[src/rtl/conv_pkg.sv]
// Shared constants and state encoding for the 3x3 convolution load/compute sequencer.
package conv_pkg;

  localparam int IMG_W   = 8;
  localparam int IMG_H   = 8;
  localparam int K       = 3;
  localparam int N_KER   = 6;

  localparam int D_CNT   = IMG_W * IMG_H;
  localparam int W_CNT   = N_KER * K * K;
  localparam int OUT_DIM = IMG_W - K + 1;
  localparam int TAPS    = K * K;

  typedef enum logic [2:0] {
    S_IDLE,
    S_LOAD,
    S_CONV,
    S_DRAIN,
    S_DONE
  } state_t;

endpackage

[src/rtl/conv_addr_gen.sv]
// Kernel / output-pixel / tap counter nest with combinational RAM read addresses.
// Counters sit at zero whenever run is low and advance one tap per cycle while it is high.
module conv_addr_gen
  import conv_pkg::*;
(
  input  logic       clk,
  input  logic       rst,
  input  logic       run,
  output logic [5:0] d_addr,
  output logic [5:0] w_addr,
  output logic       first_tap,
  output logic       last_tap,
  output logic       last_issue
);

  logic [2:0] k;
  logic [2:0] oy;
  logic [2:0] ox;
  logic [1:0] ky;
  logic [1:0] kx;

  logic kx_wrap;
  logic ky_wrap;
  logic ox_wrap;
  logic oy_wrap;
  logic k_wrap;

  logic [5:0] row;
  logic [5:0] col;

  // Each wrap strobe means every inner counter is also at its final value.
  assign kx_wrap = (kx == 2'(K - 1));
  assign ky_wrap = kx_wrap && (ky == 2'(K - 1));
  assign ox_wrap = ky_wrap && (ox == 3'(OUT_DIM - 1));
  assign oy_wrap = ox_wrap && (oy == 3'(OUT_DIM - 1));
  assign k_wrap  = oy_wrap && (k == 3'(N_KER - 1));

  always_ff @(posedge clk) begin
    if (rst || !run) begin
      k  <= '0;
      oy <= '0;
      ox <= '0;
      ky <= '0;
      kx <= '0;
    end else begin
      kx <= kx_wrap ? 2'd0 : kx + 2'd1;
      if (kx_wrap) ky <= ky_wrap ? 2'd0 : ky + 2'd1;
      if (ky_wrap) ox <= ox_wrap ? 3'd0 : ox + 3'd1;
      if (ox_wrap) oy <= oy_wrap ? 3'd0 : oy + 3'd1;
      if (oy_wrap) k  <= k_wrap  ? 3'd0 : k  + 3'd1;
    end
  end

  assign row        = 6'(oy) + 6'(ky);
  assign col        = 6'(ox) + 6'(kx);
  assign d_addr     = (row * 6'(IMG_W)) + col;
  assign w_addr     = (6'(k) * 6'(TAPS)) + (6'(ky) * 6'(K)) + 6'(kx);
  assign first_tap  = (ky == 2'd0) && (kx == 2'd0);
  assign last_tap   = ky_wrap;
  assign last_issue = run && k_wrap;

endmodule

[src/rtl/conv_seq_ctrl.sv]
// Load/compute sequencer: steers the serial load stream into the data and weight RAMs,
// then walks every kernel x output pixel x tap issuing read addresses and MAC framing.
module conv_seq_ctrl
  import conv_pkg::*;
#(
  parameter int DW     = 8,
  parameter int RD_LAT = 1
) (
  input  logic          clk,
  input  logic          rst,
  input  logic          ram_en,
  input  logic          mode,
  input  logic [DW-1:0] din,
  output logic          d_we,
  output logic [5:0]    d_addr,
  output logic [DW-1:0] d_wdata,
  output logic          w_we,
  output logic [5:0]    w_addr,
  output logic [DW-1:0] w_wdata,
  output logic          mac_clr,
  output logic          mac_en,
  output logic          mac_last,
  output logic          busy,
  output logic          done,
  output logic          load_err
);

  state_t state, state_nx;

  logic [6:0] dcnt, dcnt_nx;
  logic [5:0] wcnt, wcnt_nx;
  logic       seen_w, seen_w_nx;
  logic       load_err_nx;
  logic [1:0] drain_cnt, drain_nx;
  logic       accept;

  logic       issue;
  logic [5:0] gen_d_addr;
  logic [5:0] gen_w_addr;
  logic       first_tap;
  logic       last_tap;
  logic       last_issue;

  logic [RD_LAT-1:0] en_q, clr_q, last_q;
  logic [RD_LAT:0]   en_ext, clr_ext, last_ext;

  assign issue = (state == S_CONV);

  conv_addr_gen u_addr_gen (
    .clk        (clk),
    .rst        (rst),
    .run        (issue),
    .d_addr     (gen_d_addr),
    .w_addr     (gen_w_addr),
    .first_tap  (first_tap),
    .last_tap   (last_tap),
    .last_issue (last_issue)
  );

  always_ff @(posedge clk) begin
    if (rst) begin
      state     <= S_IDLE;
      dcnt      <= '0;
      wcnt      <= '0;
      seen_w    <= 1'b0;
      load_err  <= 1'b0;
      drain_cnt <= '0;
      en_q      <= '0;
      clr_q     <= '0;
      last_q    <= '0;
    end else begin
      state     <= state_nx;
      dcnt      <= dcnt_nx;
      wcnt      <= wcnt_nx;
      seen_w    <= seen_w_nx;
      load_err  <= load_err_nx;
      drain_cnt <= drain_nx;
      en_q      <= en_ext[RD_LAT-1:0];
      clr_q     <= clr_ext[RD_LAT-1:0];
      last_q    <= last_ext[RD_LAT-1:0];
    end
  end

  // Byte acceptance is evaluated after the state case so it overrides the counter clears;
  // the first byte of a load is taken in IDLE where the counters are known to be zero.
  always_comb begin
    state_nx    = state;
    dcnt_nx     = dcnt;
    wcnt_nx     = wcnt;
    seen_w_nx   = seen_w;
    load_err_nx = load_err;
    drain_nx    = drain_cnt;
    d_we        = 1'b0;
    w_we        = 1'b0;
    accept      = ram_en && ((state == S_IDLE) || (state == S_LOAD));

    case (state)
      S_IDLE: begin
        dcnt_nx   = '0;
        wcnt_nx   = '0;
        seen_w_nx = 1'b0;
        drain_nx  = '0;
        if (ram_en) begin
          state_nx    = S_LOAD;
          load_err_nx = 1'b0;
        end
      end
      S_LOAD: begin
        if (!ram_en) begin
          dcnt_nx   = '0;
          wcnt_nx   = '0;
          seen_w_nx = 1'b0;
          if ((dcnt == 7'(D_CNT)) && (wcnt == 6'(W_CNT))) begin
            state_nx = S_CONV;
          end else begin
            state_nx    = S_IDLE;
            load_err_nx = 1'b1;
          end
        end
      end
      S_CONV: begin
        drain_nx = '0;
        if (last_issue) state_nx = S_DRAIN;
      end
      S_DRAIN: begin
        if (drain_cnt == 2'(RD_LAT - 1)) state_nx = S_DONE;
        else drain_nx = drain_cnt + 2'd1;
      end
      S_DONE: begin
        state_nx = S_IDLE;
      end
      default: begin
        state_nx = S_IDLE;
      end
    endcase

    if (accept) begin
      if (!mode) begin
        if ((dcnt < 7'(D_CNT)) && !seen_w) begin
          d_we    = 1'b1;
          dcnt_nx = dcnt + 7'd1;
        end else begin
          load_err_nx = 1'b1;
        end
      end else begin
        seen_w_nx = 1'b1;
        if (wcnt < 6'(W_CNT)) begin
          w_we    = 1'b1;
          wcnt_nx = wcnt + 6'd1;
        end else begin
          load_err_nx = 1'b1;
        end
      end
    end
  end

  always_comb begin
    d_addr  = '0;
    w_addr  = '0;
    d_wdata = '0;
    w_wdata = '0;
    if (d_we) begin
      d_addr  = dcnt[5:0];
      d_wdata = din;
    end else if (issue) begin
      d_addr = gen_d_addr;
    end
    if (w_we) begin
      w_addr  = wcnt;
      w_wdata = din;
    end else if (issue) begin
      w_addr = gen_w_addr;
    end
  end

  // Issue-time flags enter at bit 0 and emerge RD_LAT cycles later, aligned to read data.
  assign en_ext   = {en_q,   issue};
  assign clr_ext  = {clr_q,  issue && first_tap};
  assign last_ext = {last_q, issue && last_tap};

  assign mac_en   = en_q[RD_LAT-1];
  assign mac_clr  = clr_q[RD_LAT-1];
  assign mac_last = last_q[RD_LAT-1];
  assign busy     = (state != S_IDLE);
  assign done     = (state == S_DONE);

endmodule

[config.mk]
export PLATFORM = sky130hd
export DESIGN_NAME = conv_seq_ctrl
export DESIGN_NICKNAME = d
export VERILOG_FILES = /design/src/rtl/conv_pkg.sv /design/src/rtl/conv_addr_gen.sv /design/src/rtl/conv_seq_ctrl.sv
export SDC_FILE = /design/constraint.sdc
export NUM_CORES = 1
export LEC_CHECK = 0
export ABC_AREA = 1
export CORE_MARGIN = 5
export CORE_UTILIZATION = 49
export DETAILED_ROUTE_END_ITERATION = 8
export PLACE_DENSITY_LB_ADDON = 0.12
export SETUP_SLACK_MARGIN = 0.05
export SYNTH_ARGS = -nofsm -noshare
export SYNTH_HDL_FRONTEND = slang
export SYNTH_SLANG_ARGS = --single-unit
[constraint.sdc]
create_clock -name clk -period 3.6 [get_ports clk]
set_input_delay 1.08 -clock clk [delete_from_list [all_inputs] [get_ports clk]]
set_output_delay 1.08 -clock clk [all_outputs]
set_load 0.02 [all_outputs]
======== Yosys cells after proc, flatten, opt, wreduce, memory -nomap -nowiden ========
Index checks and enable logic that the tools add are counted.
storage, ports and cells
  register bits after elaboration ......... 36
  input port bits ......................... 12
operators by class
  $add $sub $neg .......................... 13
  $mul .................................... 2
  $lt $le $gt $ge ......................... 2
  eq/ne operators ......................... 16
  mux-type cells .......................... 46
  reductions and logical operators ........ 25
operators with widths
  operator             count
  $mux 6               8
  $mux 7               4
  $mux 3               7
  $mux 1               16
  $mux 8               2
  $pmux 7 s2           1
  $eq 3x3->1 const B   4
  $pmux 3 s4           1
  $pmux 6 s2           1
  $logic_and 1x1->1    11
  $add 3x1->3 const B  3
  $ne 2x2->1 const B   4
  $add 7x1->7 const B  1
  $eq 7x7->1 const B   1
  $lt 7x7->1 const B   1
  $add 2x1->2 const B  3
  $add 6x1->6 const B  1
  $add 6x2->6          1
  $add 6x4->6          1
  $add 6x6->6          1
  $eq 3x2->1 const B   2
  $eq 6x6->1 const B   1
  $logic_not 2->1      3
  $lt 6x6->1 const B   1
  other kinds (18)     25

======== Depth between registers and ports, before layout ========
Gate-level depths: netlist of run 1.
  depth in word-level cells ............... 8
  gate-level depth with buffers ........... 13
  mapped depth without buffers ............ 13

======== Cells and area by module ========
From an unflattened synthesis of run 1, not the netlist that was laid out.
unflattened totals
  cell total of the unflattened synthesis .. 417
  area, all modules ....................... 2,825.2 µm²
modules (own cells, without submodules)
  module         times used  cells each  area an instance (µm²)  sequential area each (µm²)
  conv_seq_ctrl  1           257         1,572.8                 460.4
  conv_addr_gen  1           160         1,252.5                 260.2

======== Worst setup path before layout of run 1 ========
OpenSTA, ideal clock, no wires.
  path kind ............................... flip-flop to output port
  start point ............................. register u_addr_gen.ky[1]
  end point ............................... output port w_addr[2]
  data arrival time ....................... 2.493 ns
  slack ................................... 0.027 ns
  cell stages (with the launch flop) ...... 10
  path buffers ............................ 0
  cell sequence ........................... dfxtp_1 -> inv_1 -> ha_1 -> ha_1 -> ha_1 -> inv_1 -> fa_1 -> inv_1 -> nor2_1 -> o32ai_1
on the way
  word-level cells in the longest chain between the ends .. 5
ends and longest elaborated chain
  item                      RTL line              RTL
  start: declaration        conv_addr_gen.sv:19   logic [1:0] ky;
  start signal: assignment  conv_addr_gen.sv:47   if (kx_wrap) ky <= ky_wrap ? 2'd0 : ky + 2'd1;
  $mul 2x2->4               conv_addr_gen.sv:57   assign w_addr = (6'(k) * 6'(TAPS)) + (6'(ky) * 6'(K)) + 6'(kx);
  $add 6x4->6               conv_addr_gen.sv:57
  $add 6x2->6               conv_addr_gen.sv:57
  $mux 6                    conv_seq_ctrl.sv:171  end else if (issue) begin
  $mux 6                    conv_seq_ctrl.sv:168  if (w_we) begin
  end: declaration          conv_seq_ctrl.sv:18   output logic [5:0] w_addr,
No other way between the ends.

======== Worst setup path after layout of run 1 ========
  start point ............................. register u_addr_gen.ky[1]
  end point ............................... output port w_addr[3]
Same word-level chain as after synthesis.

==> summary.txt, run 1 <==
Cells and area
  • Final Util: 0.6986
  • FILL cells: 456
  • Layout area overhead: 36.37%
  • Layout cells sized above 1: 0.2201
  • Ant diodes: 0
  • Final #Nets: 525
  • Design Area, Final: 3636 sq um

Logic synthesis
  • Synthesized flop and latch total: 36
  • Yosys cell types: 34
  • Synth async-reset ratio: 0
  • Most frequent cells after synthesis: nand2_1, inv_1, nor2_1
  • Syn_nets: 442
  • Top-count cell post-synth: nand2_1
  • Post-Synthesis Cells: 393
  • YS warnings: 0
  • Area contributors post-synth: dfxtp_1, ha_1, nand2_1
  • Post-Syn Area per Cell: 6.784 sq um
  • EDFF count, synth: 0
  • Area share of the largest cell type after synthesis: 0.2703
  • Most used DFF post-synth: dfxtp_1
  • Post-Syn Area: 2666 sq um
  • Cell taking the most area after synthesis: dfxtp_1
  • Seq/Total Area, Yosys: 0.2703

GRT
  • Initial antenna violation count: 0
  • Overall Global Routing Usage: 0.2021
  • Vias in the first global route: 2,704
  • Pin count of the biggest net entering global routing: 16
  • GRT overflow: 0
  • First-pass GRT wire length: 11,920 um

Outcome
  • Outcome: complete, but fails checks
  • Failing checks: setup timing

Setup path
  • Crit start category: flop
  • Max FO, Critical Path: 5
  • Data required, critical path: 2.52 ns
  • CP max stage delay: 0.52 ns
  • CP top delay family: adder cells
  • Critical path class: flop to output port
  • Worst Path Arrival: 2.68 ns
  • CP most frequent cell: ha_4
  • Critical path capture point type: output port
  • CP cell instances: buf_12 -> ha_4 -> inv_2 -> fa_1 -> inv_2 -> ha_4 -> ha_4 -> nand2_2 -> nand3_2 -> or2_4 -> nand3_2 -> o21ai_1 -> buf_4
  • Worst path slowest cell: fa_1
  • Crit path buf inv count: 4

Placement
  • HPWL after detailed placement: 5286 um
  • Number of I/O port buffers: 47
  • Gpl congestion: 0.8020
  • Placed instance area: 3425 sq um

Floorplanning
  • Die H: 83.77 um
  • Die ar.: 7017 sq um
  • IO Count: 48
  • Core area: 5205 sq um
  • Starting Density: 0.5123
  • Rows: 26
  • Die Wd: 83.77 um

Routing
  • Initial DRC Count: 92
  • # DRC: 0
  • Via count: 2,731
  • Pre-antenna DRT Iters: 5
  • Drt wl/cell: 12.94 um
  • Final ANT Viol Nets: 0
  • Wirelength, routed: 7076 um
  • Via/cell ratio: 4.993

Timing
  • Unrepaired setup endpoints after global routing: yes
  • Worst-Margin Slew: 0.6999 ns
  • Hold Fails Final Rpt: 0
  • Final Setup Violations: 4
  • Maximum clock frequency: 0.2658 GHz
  • Final period utilization: 1.045
  • Setup_tns: -0.5587 ns
  • Final Max Tran Viols: 0
  • Min cycle time layout: 3.762 ns
  • Post-route setup slack: -0.1618 ns
  • Skew final: 0.008575 ns
  • Slew HR: 0.5319

Pwr
  • Leakage: 1.789 nW
  • Seq pwr share: 0.474
  • Switching Power: 0.2498 mW
  • PD cells: 239.6 nW/um^2
  • Power Internal: 0.6213 mW
  • Switching Share: 0.2868
  • Clk pwr share: 0.340
  • Combinational fraction of design power: 0.187
  • Worst VDD drop: 0.0001954 V

Job
  • Max-Cap Viols: 0

Clock network
  • Skew-Pair Late Insertion Delay: 0.28 ns
  • Clk buf depth: 2
  • Htree depth: 2
  • CTS buffer count: 5
  • CTS clk-pin slew, worst paths: 0.07 ns
  • CTS Sinks: 36
  • CTS tree: done
  • Root buffer cell: clkbuf_8
  • Hold Buf Count CTS: 0

Hold path
  • HP Class: flop to flop
## placed cells by master, fill, tap and decap left out, types with 3 or more instances in the layout
master	count
clkbuf_8	6
inv_1	57
clkdlybuf4s50_1	16
xor2_1	3
xnor2_1	3
o21ai_0	10
buf_4	36
nand4_1	8
nor2_2	3
fa_1	4
buf_2	5
dlygate4sd2_1	9
o21ai_1	3
a21oi_1	22
nand3_1	19
nand3_2	4
inv_2	4
dfxtp_1	34
nand2_2	6
nor3_1	6
nor2_1	60
nand2_1	86
ha_4	8
ha_1	24
clkbuf_2	10
## power by group through the flow
| stage | registers (mW) | clock network (mW) | logic (mW) |
|---|---|---|---|
| 2_1_floorplan | 0.423 | 0 | 0.0990 |
| 3_3_place_gp | 0.423 | 0 | 0.167 |
| 3_5_place_dp | 0.423 | 0 | 0.170 |
| 4_1_cts | 0.413 | 0.300 | 0.163 |
| 5_1_grt | 0.414 | 0.322 | 0.180 |
| 6_report | 0.413 | 0.296 | 0.163 |
## worst min-delay path, delay by kind of cell, from the launching register on
family | cells | cell delay, ns
flip-flops | 1 | 0.31
AND/OR/NAND/NOR | 1 | 0.06
AO/OA/AOI/OAI | 1 | 0.05
## area by class of cell
| cell class | count | area (sq um) | area share |
|---|---|---|---|
| repair buffers | 81 | 650.6 | 0.1789 |
| clock inverters | 2 | 10.01 | 0.002753 |
| flip-flops and latches | 36 | 728.2 | 0.2003 |
| clock buffers | 6 | 82.58 | 0.02271 |
| inverters | 64 | 250.2 | 0.06882 |
| well taps | 70 | 87.58 | 0.02409 |
| multi-input cells | 288 | 1827 | 0.5024 |
## timing repair
item,CTS,global route
pin swaps,8,13
setup buffers,2,2
resized for setup,98,33
setup endpoints to repair,30,19
## flip-flops by register name (all words and copies together) (netlist names)
signal / count
seen_w: 1
u_addr_gen.ky: 2
dcnt: 7
u_addr_gen.k: 3
wcnt: 6
mac_last: 1
mac_clr: 1
drain_cnt: 2
load_err: 1
u_addr_gen.kx: 2
mac_en: 1
u_addr_gen.oy: 3
u_addr_gen.ox: 3
state: 3
## cells by family after synthesis
| kind of cell | share of synthesized area |
|---|---|
| flops | 0.2703 |
| simple gates | 0.3290 |
| compound gates | 0.09010 |
| buf+inv | 0.1032 |
| xor+xnor | 0.01971 |
| fa+ha+maj | 0.1877 |
## through the flow
step	power [mW]	hold slack, ns	cells	worst slack, ns
global route	0.9159	0.4939	547	-0.3170
detailed placement	0.5934	0.4577	535	-0.4676
finish	0.8711	0.4751	547	-0.1618
global placement	0.5899	0.4482	535	-0.4173
CTS	0.8757	0.4724	545	-0.1276
floorplan	0.5218	0.4331	393	0.05824
## path summary, 6_finish.rpt
check,start,to,slack (ns),cells past startpoint
max,u_addr_gen.ky[1],w_addr[3],-0.16,13
min reg2reg,seen_w,seen_w,0.48,2
min,seen_w,seen_w,0.48,2
max reg2reg,u_addr_gen.kx[0],u_addr_gen.k[2],1.66,10
## routing by layer
layer | routed length, um | GRT usage | vias up
li1 | - | - | 1407
met1 | 3249 | 0.2412 | 1240
met2 | 3435 | 0.3688 | 78
met3 | 324 | 0.03850 | 6
met4 | 66 | 0.05117 | 0
met5 | 0 | 0 | -
(Power assumes the default switching activity.)
==> inputs of run 2 (changes only) <==
Clock period 3.6 ns to 4.6 ns, I/O delays scaled along.
==> run 2 against run 1 <==
  * Power fell by 26%
  * Global-route usage fell by 1.8 points
  * Clock power fell by 32%
  * Clock skew fell by 0.00091 ns
  * Non-clock buffer count fell by 28
  * Sequential power fell by 22%
  * Clock-buffer cell count fell by 1
  * The run now ends clean
  * Highest routed layer unchanged
  * Via count fell by 7.0%
==> summary.txt, run 2 (synthesized netlist as in run 1, its figures left out) <==
Clock network
  • CTS tree: done
  • CTS Sinks: 36 (unchanged)
  • Root buffer cell: clkbuf_8
  • CTS buffer count: 5 (unchanged)
  • Skew-Pair Late Insertion Delay: 0.28 ns (about the same)
  • CTS clk-pin slew, worst paths: 0.06 ns (about the same)
  • Hold Buf Count CTS: 0 (unchanged)
  • Clk buf depth: 2 (unchanged)
  • Post-CTS setup buffer count: 0 (-2)
  • Htree depth: 2 (unchanged)

Placement
  • Gpl congestion: 0.8178 (+2.0%)
  • Pre-CTS setup slack: 0.07441 ns (+0.5420 ns)
  • HPWL after detailed placement: 4994 um (-5.5%)
  • Placed instance area: 3237 sq um (-5.5%)
  • Number of I/O port buffers: 47 (unchanged)

Timing
  • Final Setup Violations: 0 (-4)
  • Worst-Margin Slew: 0.6667 ns (-0.03328 ns)
  • Hold Fails Final Rpt: 0 (unchanged)
  • Final Max Tran Viols: 0 (unchanged)
  • Setup_tns: 0 ns (+0.5587 ns)
  • Final hold slack: 0.4749 ns (-0.0002150 ns)
  • Post-route setup slack: 0.1531 ns (+0.3150 ns)
  • Maximum clock frequency: 0.2249 GHz
  • Final period utilization: 0.9667
  • Min cycle time layout: 4.447 ns
  • Slew HR: 0.5542 (+0.02225)
  • Skew final: 0.007662 ns (-0.0009125 ns)
  • Unrepaired setup endpoints after global routing: no

Pwr
  • PD cells: 193.9 nW/um^2 (-19%)
  • Leakage: 1.792 nW (+0.19%)
  • Worst VDD drop: 0.0001666 V (-15%)
  • Design Power: 0.6477 mW (-26%)

Cells and area
  • Design Area, Final: 3341 sq um (-8.1%)
  • Footprint of the multi-input gates: 1683 sq um (-7.9%)
  • Biggest register: dcnt
  • Ant diodes: 0 (unchanged)
  • FILL cells: 502 (+10%)
  • Max FFs per register: 7 (unchanged)
  • Commonest non-fill, non-tap cells in the layout: nand2_1, inv_1, nor2_1
  • Register area: 723.2 sq um (-0.69%)
  • Layout area overhead: 25.29%
  • Final #Nets: 497 (-5.3%)
  • Most common cell after layout, fill and taps aside: nand2_1
  • Layout cells sized above 1: 0.06278 (-0.1573)
  • Largest regs: dcnt x7, wcnt x6

Routing
  • # DRC: 0 (unchanged)
  • Pre-antenna DRT Iters: 4 (-1)
  • Via/cell ratio: 4.924 (-1.4%)
  • Final ANT Viol Nets: 0 (unchanged)
  • Drt wl/cell: 12.13 um (-6.2%)
  • Initial DRC Count: 141 (+53%)
  • Wirelength, routed: 6259 um (-12%)
  • Via count: 2,541 (-7.0%)

Floorplanning
  • Rows: 26 (unchanged)
  • Die ar.: 7017 sq um (unchanged)
  • Core area: 5205 sq um (unchanged)
  • Die Wd: 83.77 um (unchanged)
  • Die H: 83.77 um (unchanged)
  • Starting Density: 0.5123 (unchanged)
  • IO Count: 48 (unchanged)

Outcome
  • Outcome: finished clean

GRT
  • Vias in the first global route: 2,432 (-10%)
  • Pin count of the biggest net entering global routing: 17 (+1)
  • Initial antenna violation count: 0 (unchanged)
  • First-pass GRT wire length: 10,760 um (-9.7%)
  • GRT overflow: 0 (unchanged)
  • Overall Global Routing Usage: 0.1844 (-0.01768)

Setup path
  • FF-to-FF path depth: 8 (-2)
  • Data required, critical path: 3.22 ns (+0.70 ns)
  • R2R Path End: u_addr_gen.k[2]
  • Worst r2r src: u_addr_gen.kx[1]
  • Critical path class: input port to output port
  • Worst path slowest cell: clkdlybuf4s50_1
  • CP top delay family: buffers and inverters
  • Max FO, Critical Path: 16 (+11)
  • Worst Path Arrival: 3.07 ns (+0.39 ns)
  • Critical path capture point type: output port
  • CP cell instances: clkdlybuf4s50_1 -> nor2_1 -> inv_1 -> nor2_8 -> inv_4 -> nor2_1 -> clkdlybuf4s50_1
  • CP max stage delay: 0.61 ns (+0.09 ns)
  • R2R Setup Slk: 2.71 ns (+1.05 ns)
  • Crit path buf inv count: 4 (unchanged)
  • Crit start category: input port

Hold path
  • Source of the worst hold timing path: seen_w
  • Hold endpoint: seen_w
  • Worst Hold Depth: 2 (unchanged)
  • HP Class: flop to flop

Job
  • Max-Cap Viols: 0 (unchanged)
-- run 2: layout make-up --
cell class,count,share of cell area
Tap cell,70,0.02622
Clock buffer,5,0.02060
Timing Repair Buffer,53,0.1603
Multi-Input combinational cell,288,0.5037
Sequential cell,36,0.2165
Inverter,64,0.07266
-- run 2: repair_timing --
| item | CTS | global route |
|---|---|---|
| endpoints found under the hold margin | 0 | 0 |
| endpoints found under the setup margin | 5 | 15 |
| gates resized for setup | 5 | 17 |
-- run 2: through the flow --
stage	instances	utilization
2_1_floorplan	393	-
3_3_place_gp	511	0.6219
3_5_place_dp	511	0.6219
4_1_cts	516	0.6339
5_1_grt	516	0.6418
6_report	516	0.6418
-- run 2: worst max path at each step --
stage / startpoint / endpoint / slack (ns) / cells after the start
detailed placement: mode / d_addr[1] / 0.07 / 7
global placement: mode / d_addr[3] / 0.08 / 8
global route: mode / d_wdata[5] / 0.06 / 7
finish: mode / d_wdata[5] / 0.15 / 7
CTS: mode / d_addr[3] / 0.07 / 8
floorplan: u_addr_gen.ky[1] / w_addr[2] / 0.73 / 9
-- run 2: metal layers --
layer	global-route usage	up-vias	part of all wire
met5	0	-	0
met4	0.04678	0	0.0080
met3	0.03554	4	0.057
met2	0.2943	61	0.43
met1	0.2550	1134	0.50
li1	-	1342	-
-- run 2: tightest hold or removal path: cells and delay by family, from the launching register on --
| family | cells | cell delay (ns) |
|---|---|---|
| and+or+nand+nor | 1 | 0.06 |
| AOI/OAI and AO/OA | 1 | 0.05 |
| DFF | 1 | 0.31 |
-- run 2: report_power, final --
group,internal [mW],switching (mW)
clock,0.0976,0.103
combinational,0.0482,0.0754
sequential,0.318,0.00568
==> inputs of run 3 (changes only) <==
Settings changed: CAP_MARGIN set to 15.
==> results of run 3 <==
The final DEF is identical to that of run 2; final timing and power are the same.
==> RTL change 1 (config.mk and constraints of run 2) <==
`DW`: 8 -> 12.
--- a/src/rtl/conv_seq_ctrl.sv
+++ b/src/rtl/conv_seq_ctrl.sv
@@ -3,7 +3,7 @@
 module conv_seq_ctrl
   import conv_pkg::*;
 #(
-  parameter int DW     = 8,
+  parameter int DW     = 12,
   parameter int RD_LAT = 1
 ) (
   input  logic          clk,
Interface: changed (resized d_wdata, din and w_wdata); port bits go from 48 to 60. No check against the original RTL was run, so the function may have changed too.
==> RTL change 1 against run 2 <==
  * Register-to-register slack worse by 130 ps
  * Wire length is 14% higher
  * Maximum frequency shrank 0.75%
  * Area after synthesis increased by 3.0%
  * Setup slack lost 34 ps
  * Sequential cell count unchanged
  * Die area grew 2.6%
  * Design area up 8.9%
  * Highest routed layer unchanged
Power is not compared: it rests on default switching activity, and its combinational part moved more than twofold at a synthesized area within 25%.
==> RTL change 1: results (changes against run 2) <==
Run status -> finished clean (unchanged)
Final hold vios -> 0 (unchanged)
Total number of vias -> 2,765 (was 2,541)
Flop-to-flop setup slack -> 2580 ps (was 2710 ps)
Gr usage total -> 0.199 (was 0.184)
Most frequent cells after synthesis -> 85 x nand2_1, 71 x nor2_1, 66 x inv_1 (was 91 x nand2_1, 63 x inv_1, 61 x nor2_1)
Clock skew -> 9.35 ps (was 7.66 ps)
Async set-or-reset flop fraction in the synthesized netlist -> 0 (unchanged)
Post-DP HPWL -> 5.54 mm (was 4.99 mm)
Compound-Gate Fraction of Synth Area -> 0.0930 (was 0.0901)
Largest net degree at the start of global routing -> 15 (was 17)
Vias in the first global route -> 2,627 (was 2,432)
Hold Startpoint -> seen_w$_SDFF_PP0_ (unchanged)
Pleak -> 2.10 nW
Mux contribution to synthesized area -> 0 (unchanged)
XOR/XNOR Fraction of Synth Area -> 0.0191 (was 0.0197)
Worst r2r src -> state[0]$_SDFFE_PP0P_ (was u_addr_gen.kx[1]$_SDFF_PP0_)
Post-place setup slack -> -30.2 ps (was 74.4 ps)
Hold WS -> 481 ps (was 475 ps)
R2R Path End -> dcnt[6]$_SDFF_PP0_ (was u_addr_gen.k[2]$_SDFFE_PP0P_)
Seq/Total Area, Yosys -> 0.263 (was 0.270)
Worst Path Arrival -> 3100 ps (was 3070 ps)
First-pass GRT wire length -> 11.9 mm (was 10.8 mm)
HP Class -> flip-flop to flip-flop (unchanged)
TritonRoute pass-1 iters -> 4 (unchanged)
Port bufs -> 59 (was 47)
# fillers -> 498 (was 502)
Antenna violations before repair -> 0 (unchanged)
Ranking of synthesized cells by area -> dfxtp_1 26%, ha_1 15%, nand2_1 12% (was dfxtp_1 27%, ha_1 15%, nand2_1 13%)
Clk power -> 0.000314 W
Post-Synth Adder-Cell Area -> 0.182 (was 0.188)
WL/cell -> 13.0 um (was 12.1 um)
Drt initial violations -> 193 (was 141)
Critical Path Sink -> d_addr[2] (was d_wdata[5])
Clk buf depth -> 2 (unchanged)
# diodes -> 0 (unchanged)
Crit path max-delay family -> buffers and inverters (unchanged)
Slowest CP cell -> clkdlybuf4s50_1 (unchanged)
Share of layout cells above drive strength 1 -> 0.0630 (was 0.0628)
Post-CTS Setup Inserts -> 0 (unchanged)
Hold path endpoint -> seen_w$_SDFF_PP0_ (unchanged)
GP Congestion -> 0.892 (was 0.818)
Placed inst area -> 0.00344 mm2 (was 0.00324 mm2)
Fin crit share -> 0.974 (was 0.967)
Biggest registers after layout -> dcnt x7, wcnt x6 (unchanged)
CP Max Fanout -> 7 (was 16)
Post-Syn Nets -> 460 (was 442)
Clock Latency Late Sink -> 300 ps (was 280 ps)
Critical path origin -> mode (unchanged)
Clock root cell -> clkbuf_8 (unchanged)
Yosys warning count -> 0 (unchanged)
Distinct cells, synth -> 29 (was 34)
H-tree levels -> 2 (unchanged)
Relative slew slack -> 0.601 (was 0.554)
Reg clk slew, reported paths -> 80 ps (was 60 ps)
Post-layout nets -> 528 (was 497)
Max stage delay on crit path -> 650 ps (was 610 ps)
RTL change 1: per-stage QoR:
stage          power, W   util  instances
4_1_cts         0.00123  0.652        548
3_5_place_dp   0.000916  0.629        540
6_report        0.00122  0.665        548
2_1_floorplan  0.000744      -        407
3_3_place_gp   0.000908  0.629        540
5_1_grt         0.00130  0.665        548
RTL change 1: what timing repair did:
action / 4_1_cts / 5_1_grt
endpoints found under the setup margin: 33 / 28
hold endpoints to repair: 0 / 0
resized for setup: 6 / 30
RTL change 1: layout make-up:
cell class | instances | share of cell area
multi-input cells | 298 | 0.475
flip-flops and latches | 36 | 0.199
repair buffers | 68 | 0.199
inverters | 66 | 0.0681
clock buffers | 7 | 0.0265
well taps | 72 | 0.0248
clock inverters | 1 | 0.00825
RTL change 1: metal layers:
metal | up-vias | global-route usage | wire [um]
met1 | 1265 | 0.244 | 3200
met3 | 6 | 0.0320 | 274
met5 | - | 0 | 0
li1 | 1424 | - | -
met4 | 0 | 0.0460 | 72
met2 | 70 | 0.363 | 3600
==> RTL change 2 (settings of run 2) <==
Made on the original files. Re-encode `state_t` (5 states) as one-hot, 5 bits wide.
--- a/src/rtl/conv_pkg.sv
+++ b/src/rtl/conv_pkg.sv
@@ -11,12 +11,12 @@
   localparam int OUT_DIM = IMG_W - K + 1;
   localparam int TAPS    = K * K;
 
-  typedef enum logic [2:0] {
-    S_IDLE,
-    S_LOAD,
-    S_CONV,
-    S_DRAIN,
-    S_DONE
+  typedef enum logic [4:0] {
+    S_IDLE  = 5'b00001,
+    S_LOAD  = 5'b00010,
+    S_CONV  = 5'b00100,
+    S_DRAIN = 5'b01000,
+    S_DONE  = 5'b10000
   } state_t;
 
 endpackage
Function: same outputs for any inputs over 10 cycles, from zero or initial values and one cycle with rst high; not proved beyond that.
==> RTL change 2 against run 2 <==
  * Global-route usage up 0.86 points
  * Design area is 6.8% higher
  * Register-to-register slack gained 40 ps
  * Critical path depth increased by 4
  * Wire length is 8.8% higher
  * Area after synthesis rose by 5.9%
  * Power grew 23%
  * Sequential power is 7.4% higher
  * Die area rose by 5.2%
  * Clock power up 23%
  * Sequential cell count grew 2
  * Setup slack improved by 100 ps
  * Critical path type is now flip-flop to output pin
==> RTL change 2: results (changes against run 2) <==
Run status -> finished clean (unchanged)
CP Max Fanout -> 4 (was 16)
Post-place setup slack -> -19.0 ps (was 74.4 ps)
GP Congestion -> 0.829 (was 0.818)
Most frequent cells after synthesis -> 76 x nand2_1, 70 x inv_1, 52 x nor2_1 (was 91 x nand2_1, 63 x inv_1, 61 x nor2_1)
Routed wire length -> 6.81 mm (was 6.26 mm)
Drt initial violations -> 107 (was 141)
Worst slew pin tran -> 648 ps (was 667 ps)
Pleak -> 1.93 nW (was 1.79 nW)
Post-layout nets -> 519 (was 497)
H-tree levels -> 2 (unchanged)
Flop-to-flop setup slack -> 2750 ps (was 2710 ps)
Share of layout cells above drive strength 1 -> 0.0998 (was 0.0628)
Reg clk slew, reported paths -> 80 ps (was 60 ps)
First-pass GRT wire length -> 11.6 mm (was 10.8 mm)
Final setup margin -> 257 ps (was 153 ps)
Gr usage total -> 0.193 (was 0.184)
P_int -> 0.000539 W (was 0.000464 W)
Biggest registers after layout -> dcnt x7, wcnt x6, state x5 (was dcnt x7, wcnt x6)
Worst Path Arrival -> 2960 ps (was 3070 ps)
Vias in the first global route -> 2,606 (was 2,432)
Clock skew -> 5.48 ps (was 7.66 ps)
Largest net degree at the start of global routing -> 16 (was 17)
Post-DP HPWL -> 5.51 mm (was 4.99 mm)
# fillers -> 526 (was 502)
Clock Latency Late Sink -> 300 ps (was 280 ps)
[RTL change 2: cell count changes in the layout (fill, tap and decap cells not counted), sizes merged, moves of 5 or more]
cell           delta
nand2            -11
a21oi             +6
inv               +8
clkdlybuf4s50    -13
buf              +10
o21ai             +5
dlygate4sd2       +9
nor2              -9
[RTL change 2: power by group through the flow]
stage | sequential (W) | clock [W] | combinational, W
after CTS | 0.000349 | 0.000251 | 0.000203
final | 0.000348 | 0.000246 | 0.000200
after floorplan | 0.000355 | 0 | 0.000126
after global routing | 0.000350 | 0.000270 | 0.000218
after global placement | 0.000357 | 0 | 0.000204
after detailed placement | 0.000357 | 0 | 0.000206
[RTL change 2: cells by family after synthesis]
group | after synthesis | share of synthesized area
AND/OR/NAND/NOR | 186 | 0.298
buffers and inverters | 80 | 0.116
AO/OA/AOI/OAI | 59 | 0.115
flip-flops | 38 | 0.270
adder cells (fa/ha/maj) | 37 | 0.177
XOR/XNOR | 8 | 0.0248
[RTL change 2: worst max-delay path, cell delays in order (launching register included)]
cell     delay, ps
dfxtp_1        380
inv_1          100
ha_1           320
ha_1           290
ha_1           310
inv_1           60
fa_1           460
o21ai_0        180
a21oi_1        100
xor2_1         150
o21ai_0        160
buf_4          170
[RTL change 2: area by class of cell]
cell class	count	area [um2]	area share
timing repair buffer	62	609	0.171
tap	72	90.1	0.0252
clock buffer	6	82.6	0.0231
clock inverter	2	12.5	0.00351
multi-input combinational	290	1740	0.486
sequential	38	764	0.214
inverter	73	274	0.0768
[RTL change 2: stage by stage]
step	util	total power (W)	hold slack, ps	area [um2]	cells
global placement	0.624	0.000561	449	3460	535
finish	0.644	0.000795	485	3570	543
global route	0.644	0.000838	508	3570	543
floorplan	-	0.000481	433	2820	408
detailed placement	0.624	0.000563	472	3460	535
CTS	0.638	0.000804	483	3530	543
[RTL change 2: metal layers]
metal / track usage / up-vias / wire length (um)
li1: - / 1421 / -
met1: 0.221 / 1247 / 2980
met2: 0.363 / 37 / 3560
met3: 0.0384 / 8 / 201
met4: 0.0475 / 0 / 63
met5: 0 / - / 0
[RTL change 2: timing repair]
item,in CTS,in global routing
hold buffers,0,0
gates resized for setup,16,23
setup endpoints to repair,15,17
[RTL change 2: worst paths after layout]
path,startpoint,to,depth (start not counted)
worst max-delay path,u_addr_gen.ky[1]$_SDFFE_PP0P_,w_addr[4],11
worst min-delay path,drain_cnt[1]$_SDFFE_PP0P_,drain_cnt[1]$_SDFFE_PP0P_,2
worst max register to register,u_addr_gen.kx[1]$_SDFF_PP0_,state[2]$_SDFFE_PP0P_,10
worst min register to register,drain_cnt[1]$_SDFFE_PP0P_,drain_cnt[1]$_SDFFE_PP0P_,2
